### config.mk
export PLATFORM = sky130hd
export DESIGN_NAME = mem_arbiter
export DESIGN_NICKNAME = d
export VERILOG_FILES = /design/src/rtl/mem_arbiter.sv
export SDC_FILE = /design/constraint.sdc
export NUM_CORES = 1
export LEC_CHECK = 0
export BUFFER_PORTS_ARGS = -buffer_cell sky130_fd_sc_hd__buf_2
export CORE_ASPECT_RATIO = 1.1
export CORE_MARGIN = 5
export CORE_UTILIZATION = 30
export DETAILED_ROUTE_END_ITERATION = 7
export PLACE_DENSITY = 0.51
export SYNTH_ARGS = -nofsm -noshare
export SYNTH_HDL_FRONTEND = slang
export SYNTH_SLANG_ARGS = --single-unit
export TNS_END_PERCENT = 20
### constraint.sdc
create_clock -name clk -period 4.75 [get_ports clk]
set_input_delay 0.2375 -clock clk [delete_from_list [all_inputs] [get_ports clk]]
set_output_delay 0.2375 -clock clk [all_outputs]
set_load 0.01 [all_outputs]
### src/rtl/mem_arbiter.sv
// mem_arbiter: two-master (instruction fetch, data) to one-slave memory arbiter.
//
// A request is granted combinationally in IDLE. Its fields are registered and
// then run as one bus transfer (BUS). Completion is reported as a single
// rvalid pulse to the owner in DONE. The data port normally wins. A saturating
// counter of back-to-back data grants lets the fetch port through after
// MAX_CONSEC data grants in a row. Misaligned requests never reach the bus.
// A BUS cycle budget of TIMEOUT aborts transfers that the slave never
// acknowledges.
//
// Ports:
//   clk, reset_n                         clock, async active-low reset
//   if_req/if_addr -> if_gnt/if_rvalid/if_rdata/if_err         fetch port
//   d_req/d_we/d_be/d_addr/d_wdata -> d_gnt/d_rvalid/d_rdata/d_err  data port
//   m_req/m_we/m_be/m_addr/m_wdata <- m_ack/m_rdata            memory port
module mem_arbiter #(
  parameter int MAX_CONSEC = 4,
  parameter int TIMEOUT    = 255
) (
  input  logic        clk,
  input  logic        reset_n,
  input  logic        if_req,
  input  logic [31:0] if_addr,
  output logic        if_gnt,
  output logic        if_rvalid,
  output logic [31:0] if_rdata,
  output logic        if_err,
  input  logic        d_req,
  input  logic        d_we,
  input  logic [3:0]  d_be,
  input  logic [31:0] d_addr,
  input  logic [31:0] d_wdata,
  output logic        d_gnt,
  output logic        d_rvalid,
  output logic [31:0] d_rdata,
  output logic        d_err,
  output logic        m_req,
  output logic        m_we,
  output logic [3:0]  m_be,
  output logic [31:0] m_addr,
  output logic [31:0] m_wdata,
  input  logic        m_ack,
  input  logic [31:0] m_rdata
);

  localparam int            CW         = (MAX_CONSEC < 1) ? 1 : $clog2(MAX_CONSEC + 1);
  localparam logic [CW-1:0] CONSEC_MAX = CW'(MAX_CONSEC);
  localparam logic [7:0]    TOUT_LAST  = 8'(TIMEOUT - 1);

  typedef enum logic [1:0] {IDLE = 2'd0, BUS = 2'd1, DONE = 2'd2} state_t;

  state_t        state_reg, state_next;
  logic [CW-1:0] consec_reg;
  logic [7:0]    tout_reg;
  logic          owner_d_reg;
  logic          m_req_reg, m_we_reg;
  logic [3:0]    m_be_reg;
  logic [31:0]   m_addr_reg, m_wdata_reg;
  logic          if_rvalid_reg, if_err_reg, d_rvalid_reg, d_err_reg;
  logic [31:0]   if_rdata_reg, d_rdata_reg;

  logic          sel_d, sel_i, gnt;
  logic          if_mis, d_mis, gnt_mis;
  logic          tout_hit, fin, fin_owner_d, fin_err;
  logic [31:0]   fin_rdata;

  // Alignment: full words need addr[1:0]=0, aligned halfwords need addr[0]=0.
  // Other byte-enable patterns are treated as byte accesses and always pass.
  assign if_mis  = (if_addr[1:0] != 2'b00);
  assign d_mis   = ((d_be == 4'b1111) && (d_addr[1:0] != 2'b00)) ||
                   (((d_be == 4'b0011) || (d_be == 4'b1100)) && d_addr[0]);
  assign gnt     = sel_d | sel_i;
  assign gnt_mis = sel_d ? d_mis : if_mis;

  // tout_reg counts completed BUS cycles, so hitting TIMEOUT-1 in the current
  // cycle means m_req has been high for exactly TIMEOUT cycles.
  assign tout_hit = (tout_reg == TOUT_LAST);

  // fin: the transaction completes this cycle and DONE follows. In IDLE that
  // only happens on a misaligned gnt, which is why IDLE completions are errors.
  assign fin         = ((state_reg == IDLE) && gnt && gnt_mis) ||
                       ((state_reg == BUS) && (m_ack || tout_hit));
  assign fin_owner_d = (state_reg == IDLE) ? sel_d : owner_d_reg;
  assign fin_err     = (state_reg != BUS) || !m_ack;
  assign fin_rdata   = (fin_err || m_we_reg) ? 32'h0 : m_rdata;

  // State register.
  always_ff @(posedge clk or negedge reset_n) begin
    if (!reset_n) state_reg <= IDLE;
    else          state_reg <= state_next;
  end

  // Next-state logic.
  always_comb begin
    state_next = state_reg;
    case (state_reg)
      IDLE:    if (gnt) state_next = gnt_mis ? DONE : BUS;
      BUS:     if (m_ack || tout_hit) state_next = DONE;
      DONE:    state_next = IDLE;
      default: state_next = IDLE;
    endcase
  end

  // Output logic: grants exist only in IDLE. Data wins unless the fetch port
  // has already watched MAX_CONSEC data grants go by.
  always_comb begin
    sel_d = 1'b0;
    sel_i = 1'b0;
    if (state_reg == IDLE) begin
      sel_d = d_req && !(if_req && (consec_reg == CONSEC_MAX));
      sel_i = if_req && !sel_d;
    end
  end

  assign if_gnt = sel_i;
  assign d_gnt  = sel_d;

  // Datapath and counters.
  always_ff @(posedge clk or negedge reset_n) begin
    if (!reset_n) begin
      consec_reg    <= '0;
      tout_reg      <= '0;
      owner_d_reg   <= 1'b0;
      m_req_reg     <= 1'b0;
      m_we_reg      <= 1'b0;
      m_be_reg      <= 4'b0000;
      m_addr_reg    <= 32'h0;
      m_wdata_reg   <= 32'h0;
      if_rvalid_reg <= 1'b0;
      if_err_reg    <= 1'b0;
      if_rdata_reg  <= 32'h0;
      d_rvalid_reg  <= 1'b0;
      d_err_reg     <= 1'b0;
      d_rdata_reg   <= 32'h0;
    end else begin
      if ((state_reg == IDLE) && gnt) begin
        owner_d_reg <= sel_d;
        m_we_reg    <= sel_d && d_we;
        m_be_reg    <= sel_d ? d_be : 4'b1111;
        m_addr_reg  <= sel_d ? {d_addr[31:2], 2'b00} : {if_addr[31:2], 2'b00};
        m_wdata_reg <= sel_d ? d_wdata : 32'h0;
        m_req_reg   <= !gnt_mis;
        tout_reg    <= '0;
        // Only data grants taken while the fetch port waits build up credit.
        if (sel_i || !if_req)
          consec_reg <= '0;
        else if (consec_reg != CONSEC_MAX)
          consec_reg <= consec_reg + 1'b1;
      end else if (state_reg == BUS) begin
        if (fin) m_req_reg <= 1'b0;
        else     tout_reg  <= tout_reg + 8'd1;
      end

      // rvalid is high only in the DONE cycle; rdata/err hold between pulses.
      if_rvalid_reg <= fin && !fin_owner_d;
      d_rvalid_reg  <= fin && fin_owner_d;
      if (fin) begin
        if (fin_owner_d) begin
          d_err_reg   <= fin_err;
          d_rdata_reg <= fin_rdata;
        end else begin
          if_err_reg   <= fin_err;
          if_rdata_reg <= fin_rdata;
        end
      end
    end
  end

  assign m_req     = m_req_reg;
  assign m_we      = m_we_reg;
  assign m_be      = m_be_reg;
  assign m_addr    = m_addr_reg;
  assign m_wdata   = m_wdata_reg;
  assign if_rvalid = if_rvalid_reg;
  assign if_rdata  = if_rdata_reg;
  assign if_err    = if_err_reg;
  assign d_rvalid  = d_rvalid_reg;
  assign d_rdata   = d_rdata_reg;
  assign d_err     = d_err_reg;

endmodule

* After elaboration in Yosys (flattened, before gate mapping)
Cells that the tools add are included.
** Word-level totals
- Bits in registers :: 152
- Output and inout bits :: 140
- Input port bits :: 138
** Cells by class
- Multiplexer cells :: 20
- $add $sub $neg :: 2
- Bitwise logic cells :: 2
- Reduce and logical (&&, ||, !) cells :: 36
- Eq/ne operators :: 11
** Operators by type and width (number)
- $mux 32 :: 3
- $mux 8 :: 3
- $reduce_and 2->1 :: 6
- $logic_and 1x1->1 :: 11
- $reduce_bool 2->1 :: 5
- $add 8x1->8 const B :: 1
- $eq 4x4->1 const B :: 2
- $eq 8x8->1 const B :: 1
- $logic_or 1x1->1 :: 7
- $mux 1 :: 7
- $logic_not 1->1 :: 6
- $mux 2 :: 3
- $mux 3 :: 2
- $ne 2x1->1 const B :: 3
- $eq 4x2->1 const B :: 1
- $mux 4 :: 1
- $pmux 2 s2 :: 1
- $add 3x1->3 const B :: 1
- $eq 3x3->1 const B :: 1
- $ne 3x3->1 const B :: 1
- $eq 2x1->1 const B :: 1
- $logic_not 2->1 :: 1
- $ne 2x2->1 const B :: 1
- $not 1->1 :: 1
- $or 1x1->1 :: 1

* Logic depth before layout (Yosys ltp)
Gate-level depths: netlist of the first run.
- Depth in word-level cells :: 14
- Gate-level depth with buffers :: 11
- Mapped depth without buffers :: 9

* Least setup slack after synthesis of the first run
OpenSTA, ideal clock, no wires.
- Kind :: register to register
- From :: reg consec_reg[0]
- To :: reg d_err_reg, in the netlist d_err
- Cell stages (with the launch flop) :: 11
- Arrival :: 1856 ps
- Data required time :: 4625 ps
- Setup slack :: 2769 ps
- Setup time :: 125 ps
- Cell sequence :: dfrtp_1 > inv_1 > ha_1 > nand3_1 > nand3_1 > buf_2 > nor3_1 > a211o_1 > a21o_1 > buf_6 > mux2_4
** Between the ends
- Longest elaborated chain between the ends :: 12
** RTL lines
- start: declaration :: RTL line 53 : logic [CW-1:0] consec_reg;
- start signal: assignment :: RTL line 148 : consec_reg <= consec_reg + 1'b1;
- $eq 3x3->1 (*) :: RTL line 110 : sel_d = d_req && !(if_req && (consec_reg == CONSEC_MAX));
- $logic_and 1x1->1 (*) :: RTL line 110
- $logic_not 1->1 (*) :: RTL line 110
- $logic_and 1x1->1 (*) :: RTL line 110
- $logic_not 1->1 :: RTL line 111 : sel_i = if_req && !sel_d;
- $logic_and 1x1->1 :: RTL line 111
- $mux 1 :: RTL line 109 : if (state_reg == IDLE) begin
- $or 1x1->1 :: RTL line 72 : assign gnt = sel_d | sel_i;
- $logic_and 1x1->1 (2 in series) :: RTL line 81 : assign fin = ((state_reg == IDLE) && gnt && gnt_mis) ||
- $logic_or 1x1->1 :: RTL line 81
- $reduce_and 2->1 (no line) (*)
- end signal: assignment :: RTL line 159 : d_err_reg <= fin_err;
- end: declaration :: RTL line 59 : logic if_rvalid_reg, if_err_reg, d_rvalid_reg, d_err_reg;
Mark *: on every way between the ends. The rest lies on a longest branch, timed or not.
A chain may end at the register's enable or synchronous reset.

* Final worst setup path of the first run
- From :: reg state_reg[0]
- To :: reg d_rdata_reg[5], in the netlist d_rdata[5]
** Between the ends
- Longest elaborated chain between the ends :: 7
** RTL lines
- start: declaration :: RTL line 52 : state_t state_reg, state_next;
- start signal: assignment :: RTL line 90 : else state_reg <= state_next;
- $logic_not 2->1 :: RTL line 81, 83, 109
- $mux 1 :: RTL line 109
- $or 1x1->1 :: RTL line 72
- $logic_and 1x1->1 (2 in series) :: RTL line 81
- $logic_or 1x1->1 :: RTL line 81
- $reduce_and 2->1 (no line)
- end signal: assignment :: RTL line 160 : d_rdata_reg <= fin_rdata;
- end: declaration :: RTL line 60 : logic [31:0] if_rdata_reg, d_rdata_reg;
Several ways; a longest one is shown, not always the timed one.

==> reports/qor.txt, run 1 <==
Synth Area in Adders - 0.827%
Netlist cell types - 40
Fraction of registers with async set/reset - 100%
Crit path time final - 2.81 ns
# port buffers - 275
Post-synth top area share - 62.0%
Clock Latency Late Sink - 0.41 ns
Final-report hold violation count - 0
Top FF cell, synth - dfrtp_1
Syn_area_per_cell - 10.2 µm²
DPL Wire Length - 13.1 mm
Peak supply drop - 0.000275 V
Fmax achieved - 356 MHz
Pwr Total - 5.44 mW
Routed WL - 18.4 mm
Placed cell area - 7660 µm²
Synth top area cells - dfrtp_1 62%, nand2_1 8.4%, a22o_1 4.8%, nor2_1 4.6%, a21o_1 4.1%
Setup TNS - 0 ns
Pre-CTS setup slack - 1.91 ns
CTS Buf Count - 17
FILL cells - 2,020
Slew Limit Fails - 0
Die height - 159 µm
XOR/XNOR Fraction of Synth Area - 0.723%
Io pins - 278
Via count - 5,173
Hold Crit Depth - 2
Width of the die - 145 µm
YS warnings - 0
Worst r2r src - state_reg[0]
Min-Delay Path Class - in -> reg
Final Skew - 0.00676 ns
Critical Path RT - 5.10 ns
Gpl congestion - 0.736
Drt first-iter violations - 169
Final Cycle Share - 59.2%
WL/cell - 16.4 µm
Compound-Gate Fraction of Synth Area - 17.2%
Root Driver - clkbuf_16
Crit path launch type - flip-flop
Final WS setup - 1.94 ns
Worst-Margin Slew - 1.03 ns
RSZ-0062 raised after global routing - false
CTS Sinks - 150
Cells after synthesis - 592
Crit Path Class - reg -> reg
Layout cell share with drive strength beyond 1 - 37.3%
Number of max-cap violations - 0
Seq/Total Area, Yosys - 62.0%
Vias in the first global route - 5,417
Multi-input combinational cell area - 2120 µm²
First-pass detailed-route iteration total - 4
Pwr Density - 656 nW/µm²
CTS tree - yes
Post-synthesis simple-gate area fraction - 15.2%
Hold Startpoint - d_wdata[10]
Synthesized flop and latch total - 150
First-pass GRT wire length - 29.9 mm
Outcome - finished clean
Slew headroom - 31.3%
Setup crit end kind - flip-flop
Mapped Area - 6050 µm²
Starting density of the core - 30.5%
CP Max Fanout - 37
Initial antenna violation count - 2
Number of synthesized flops with an enable pin - 0
Dominant cell type by area after synthesis - dfrtp_1
FF-to-FF path depth - 8
Multiplexer share of the synthesized area - 0.434%
Grt ovf - 0
Final setup fails - 0
Layout area overhead - 36.8%
Final non-filler cell area - 8290 µm²
Vias per Instance - 4.61
Data arrival, critical path - 3.16 ns
Post-route ant nets - 0
Setup slack, reg-to-reg - 1.94 ns
Critical R2R Capture - d_rdata[5]
Leakage power - 4.51 nW
Die area - 23,100 µm²
GRT Util Overall - 15.8%
Htree depth - 4
Row count - 54
Sequential cell area - 3750 µm²
Largest family of logic cells by synthesized area - compound AO/OA/AOI/OAI gates
Resize count post-CTS - 0
Post-layout nets - 998
WHS Endpoint - m_wdata[10]
Largest net degree at the start of global routing - 101
Clock buffer depth - 2
DR DRC count - 0
Clk slew on worst S/H paths - 0.06 ns
Core area - 19,900 µm²
-- layout by cell type, fill, tap and decap left out, drive strengths merged, types with 3 or more instances in the layout --
master | Yosys | routed
o22a | 4 | 4
inv | 7 | 7
clkinvlp | 0 | 5
dfrtp | 150 | 150
nand2 | 135 | 135
o21ai | 40 | 40
a31oi | 30 | 30
xnor2 | 3 | 3
ha | 4 | 4
clkinv | 0 | 3
buf | 11 | 284
bufinv | 0 | 3
nor2 | 75 | 75
a21oi | 5 | 5
clkbuf | 30 | 21
a21o | 33 | 33
a22o | 33 | 33
nand3 | 8 | 8
-- per-stage QoR --
stage               cells  util (%)  hold WS [ns]
floorplan             593         -       -0.0581
global placement     1088      38.6         0.426
detailed placement   1088      38.6         0.425
CTS                  1121      41.7        0.0179
global route         1122      41.7        0.0204
finish               1122      41.7        0.0466
-- worst max-delay path, stage by stage, from the launching register on --
cell and delay [ns]:
dfrtp_1 0.39, nor2_1 0.37, nand3_1 0.19, buf_4 0.29, nor3_1 0.40, a211o_1 0.19
a21o_1 0.41, buf_4 0.34, a21o_1 0.16
-- worst max-delay path by stage --
stage	from	to	slack, ns	cells past startpoint
2_1_floorplan	consec_reg[0]	d_err	2.77	10
3_3_place_gp	state_reg[0]	d_rdata[6]	1.93	8
3_5_place_dp	state_reg[0]	d_rdata[12]	1.91	8
4_1_cts	state_reg[0]	d_rdata[5]	1.88	8
5_1_grt	state_reg[0]	d_rdata[8]	1.71	8
6_report	state_reg[0]	d_rdata[5]	1.94	8
-- area by class of cell --
cell class                      count  share of cell area, %
Sequential cell                   150                   45.3
Clock inverter                     11                   1.81
Multi-Input combinational cell    395                   25.6
Clock buffer                       21                   5.56
Tap cell                          252                   3.81
Antenna cell                        1                 0.0302
Inverter                            7                  0.317
Timing Repair Buffer              285                   17.6
-- report_power, final --
group	internal (mW)	switching, mW
clock network	0.856	0.539
logic	0.777	1.22
registers	1.77	0.277
total	3.40	2.03
-- logic make-up (layout without fill, tap and decap cells) --
kind of cell / after synthesis / in the layout
buffers and inverters: 48 / 324
and+or+nand+nor: 231 / 231
DFF: 150 / 150
other: 1 / 3
muxes: 2 / 2
xor gates and xnor gates: 5 / 5
AOI/OAI and AO/OA: 151 / 151
adders and majority gates: 4 / 4
-- metal layers --
layer / share of wire, % / global-route usage [%] / wire (µm)
met1: 44 / 20.0 / 8100
met2: 45 / 24.6 / 8200
met3: 9.7 / 7.14 / 1780
met4: 1.6 / 4.58 / 288
met5: 0.038 / 0 / 7
-- cell usage after synthesis, drive strengths merged (3+ instances only) --
cell type / number
dfrtp: 150
nand2: 135
nor2: 75
o21ai: 40
a21o: 33
a22o: 33
a31oi: 30
clkbuf: 30
buf: 11
nand3: 8
inv: 7
a21oi: 5
ha: 4
o22a: 4
xnor2: 3
-- repair_timing --
item | 4_1_cts | 5_1_grt
hold endpoints to repair | 90 | 0
buffers inserted | 0 | 0
hold buffers | 1 | 0
Power figures use the tool's default switching activity.
==> run 2, diff against run 1 <==
Clock period 4.75 ns to 2.85 ns, I/O delays scaled along.
==> run 2 against run 1 <==
  * Maximum frequency rose by 10%
  * Critical path type unchanged
  * Via count is 8.9% higher
  * Critical path depth shrank 1
  * Die area did not move
  * Largest power group is now combinational cells
  * Clock power rose by 55%
  * First-iteration DRC count is 4.1% lower
  * Sequential power up 66%
==> reports/qor.txt, run 2 (synthesized netlist as in run 1, its figures left out) <==
Outcome - finished clean
Pwr Density - 1010 nW/µm² (+54%)
Crit path time final - 2.55 ns (-0.259 ns)
Worst r2r src - state_reg[0]
Crit Path Class - reg -> reg
Final Cycle Share - 89.6% (+30 points)
First-pass GRT wire length - 31.8 mm (+6.4%)
Setup slack, reg-to-reg - 0.30 ns (-1.64 ns)
Hold Startpoint - d_addr[4]
Leading cell type in the layout, fill and taps excluded - buf_2
Clk slew on worst S/H paths - 0.06 ns (about the same)
Core area - 19,900 µm² (unchanged)
CTS Sinks - 150 (unchanged)
Cell Count, Final, Fillers Out - 1,231 (+9.7%)
Die area - 23,100 µm² (unchanged)
Data arrival, critical path - 2.90 ns (-0.26 ns)
Critical R2R Capture - m_addr[17]
Die height - 159 µm (unchanged)
Crit-path max cell delay - 0.56 ns (+0.15 ns)
WL/cell - 15.7 µm (-4.2%)
Final non-filler cell area - 9360 µm² (+13%)
Largest net degree at the start of global routing - 74 (-27%)
Number of setup buffers added after CTS - 0 (unchanged)
Setup crit end kind - flip-flop
Hold Crit Depth - 3 (+1)
Sequential cell area - 3750 µm² (unchanged)
Initial antenna violation count - 3 (+1)
Multi-input combinational cell area - 2120 µm² (unchanged)
Worst path slowest cell - dlygate4sd3_1
Final WS setup - 0.297 ns (-1.64 ns)
GRT Util Overall - 16.6% (+0.79 points)
Vias per Instance - 4.58 (-0.77%)
Min-Delay Path Class - in -> reg
Root Driver - clkbuf_16
Buf/Inv on CP - 3 (+1)
# port buffers - 275 (unchanged)
Worst-Margin Slew - 0.630 ns (-0.396 ns)
Final-report hold violation count - 0 (unchanged)
Post-route ant nets - 0 (unchanged)
Final setup fails - 0 (unchanged)
Row count - 54 (unchanged)
Final Skew - 0.0160 ns (+0.00921 ns)
First-pass detailed-route iteration total - 4 (unchanged)
WHS Endpoint - m_addr[4]
RSZ-0062 raised after global routing - false
Setup TNS - 0 ns (unchanged)
Grt ovf - 0 (unchanged)
Worst path cell trace - nor2_1, nand3_1, inv_2, buf_6, nand2_1, a31oi_1, dlygate4sd3_1
Commonest cells after routing, fill and taps aside - 274 x buf_2, 150 x dfrtp_1, 134 x nand2_1, 107 x dlygate4sd3_1, 73 x nor2_1
Io pins - 278 (unchanged)
Leakage power - 4.96 nW (+9.9%)
Number of max-cap violations - 0 (unchanged)
Post-layout nets - 1,106 (+11%)
Clock Latency Late Sink - 0.41 ns (about the same)
Layout area overhead - 54.6%
Slew headroom - 58.0% (+27 points)
DR DRC count - 0 (unchanged)
Pre-CTS setup slack - 0.593 ns (-1.31 ns)
Vias in the first global route - 5,943 (+9.7%)
Hold slack - 0.0155 ns (-0.0311 ns)
Slew Limit Fails - 0 (unchanged)
Via count - 5,632 (+8.9%)
Clock buffer depth - 2 (unchanged)
Layout cell share with drive strength beyond 1 - 33.3% (-4.0 points)
Width of the die - 145 µm (unchanged)
CTS Buf Count - 17 (unchanged)
Kind of cell adding the most delay to the critical path - buffers and inverters
FILL cells - 1,876 (-7.1%)
CP Max Fanout - 64 (+73%)
Htree depth - 4 (unchanged)
Peak supply drop - 0.000468 V (+70%)
Critical Path RT - 3.19 ns (-1.91 ns)
Placed cell area - 7710 µm² (+0.69%)
Routed WL - 19.3 mm (+5.1%)
Placed cell count - 1,090 (+0.18%)
Crit path launch type - flip-flop
Fmax achieved - 392 MHz (+10%)
Pwr Total - 9.46 mW (+74%)
Gpl congestion - 0.739 (+0.33%)
DPL Wire Length - 13.2 mm (+0.93%)
FF-to-FF path depth - 7 (-1)
CTS tree - yes
Final Core Density - 47.1% (+5.4 points)
Drt first-iter violations - 162 (-4.1%)
Starting density of the core - 30.5% (unchanged)
-- run 2: cell count changes in the layout (fill, tap and decap cells not counted), moves of 3 or more --
cell           previous run  this run
clkinvlp_4                5         2
clkinv_2                  1         5
buf_12                    0         3
dlygate4sd3_1             1       107
-- run 2: worst max path at each step --
stage                        from          to  slack [ns]  cells after the start
floorplan           consec_reg[0]       d_err        0.87                     10
global placement     state_reg[0]       d_err        0.65                      7
detailed placement   state_reg[0]       d_err        0.59                      7
CTS                  state_reg[0]  m_addr[25]        0.17                      7
global route         state_reg[0]  m_addr[17]        0.08                      7
finish               state_reg[0]  m_addr[17]        0.30                      7
-- run 2: area by class of cell --
cell class                 count  area share [%]
multi-input combinational    395            22.6
timing repair buffer         393            27.5
sequential                   150            40.1
inverter                       7           0.281
tap                          252            3.37
antenna                        2          0.0535
clock buffer                  20            4.67
clock inverter                12            1.35
-- run 2: where the power goes --
group,switching (mW),internal (mW)
sequential,0.464,2.95
combinational,2.14,1.73
clock,0.882,1.29
-- run 2: metal layers --
| layer | global-route usage (%) | vias to the layer above | wire length, µm |
|---|---|---|---|
| met2 | 26.9 | 217 | 9090 |
| met1 | 20.6 | 2629 | 8210 |
| met4 | 5.64 | 2 | 416 |
| li1 | - | 2763 | - |
| met5 | 0 | - | 7 |
| met3 | 6.12 | 21 | 1600 |
-- run 2: worst min-delay path, cell delays in order --
cell and delay (ns):
buf_2 0.11, nand2_1 0.06, a31oi_1 0.07
-- run 2: repair_timing --
action	4_1_cts	5_1_grt
gates resized for setup	0	1
hold endpoints to repair	143	0
hold buffers	107	0
setup endpoints to repair	0	15
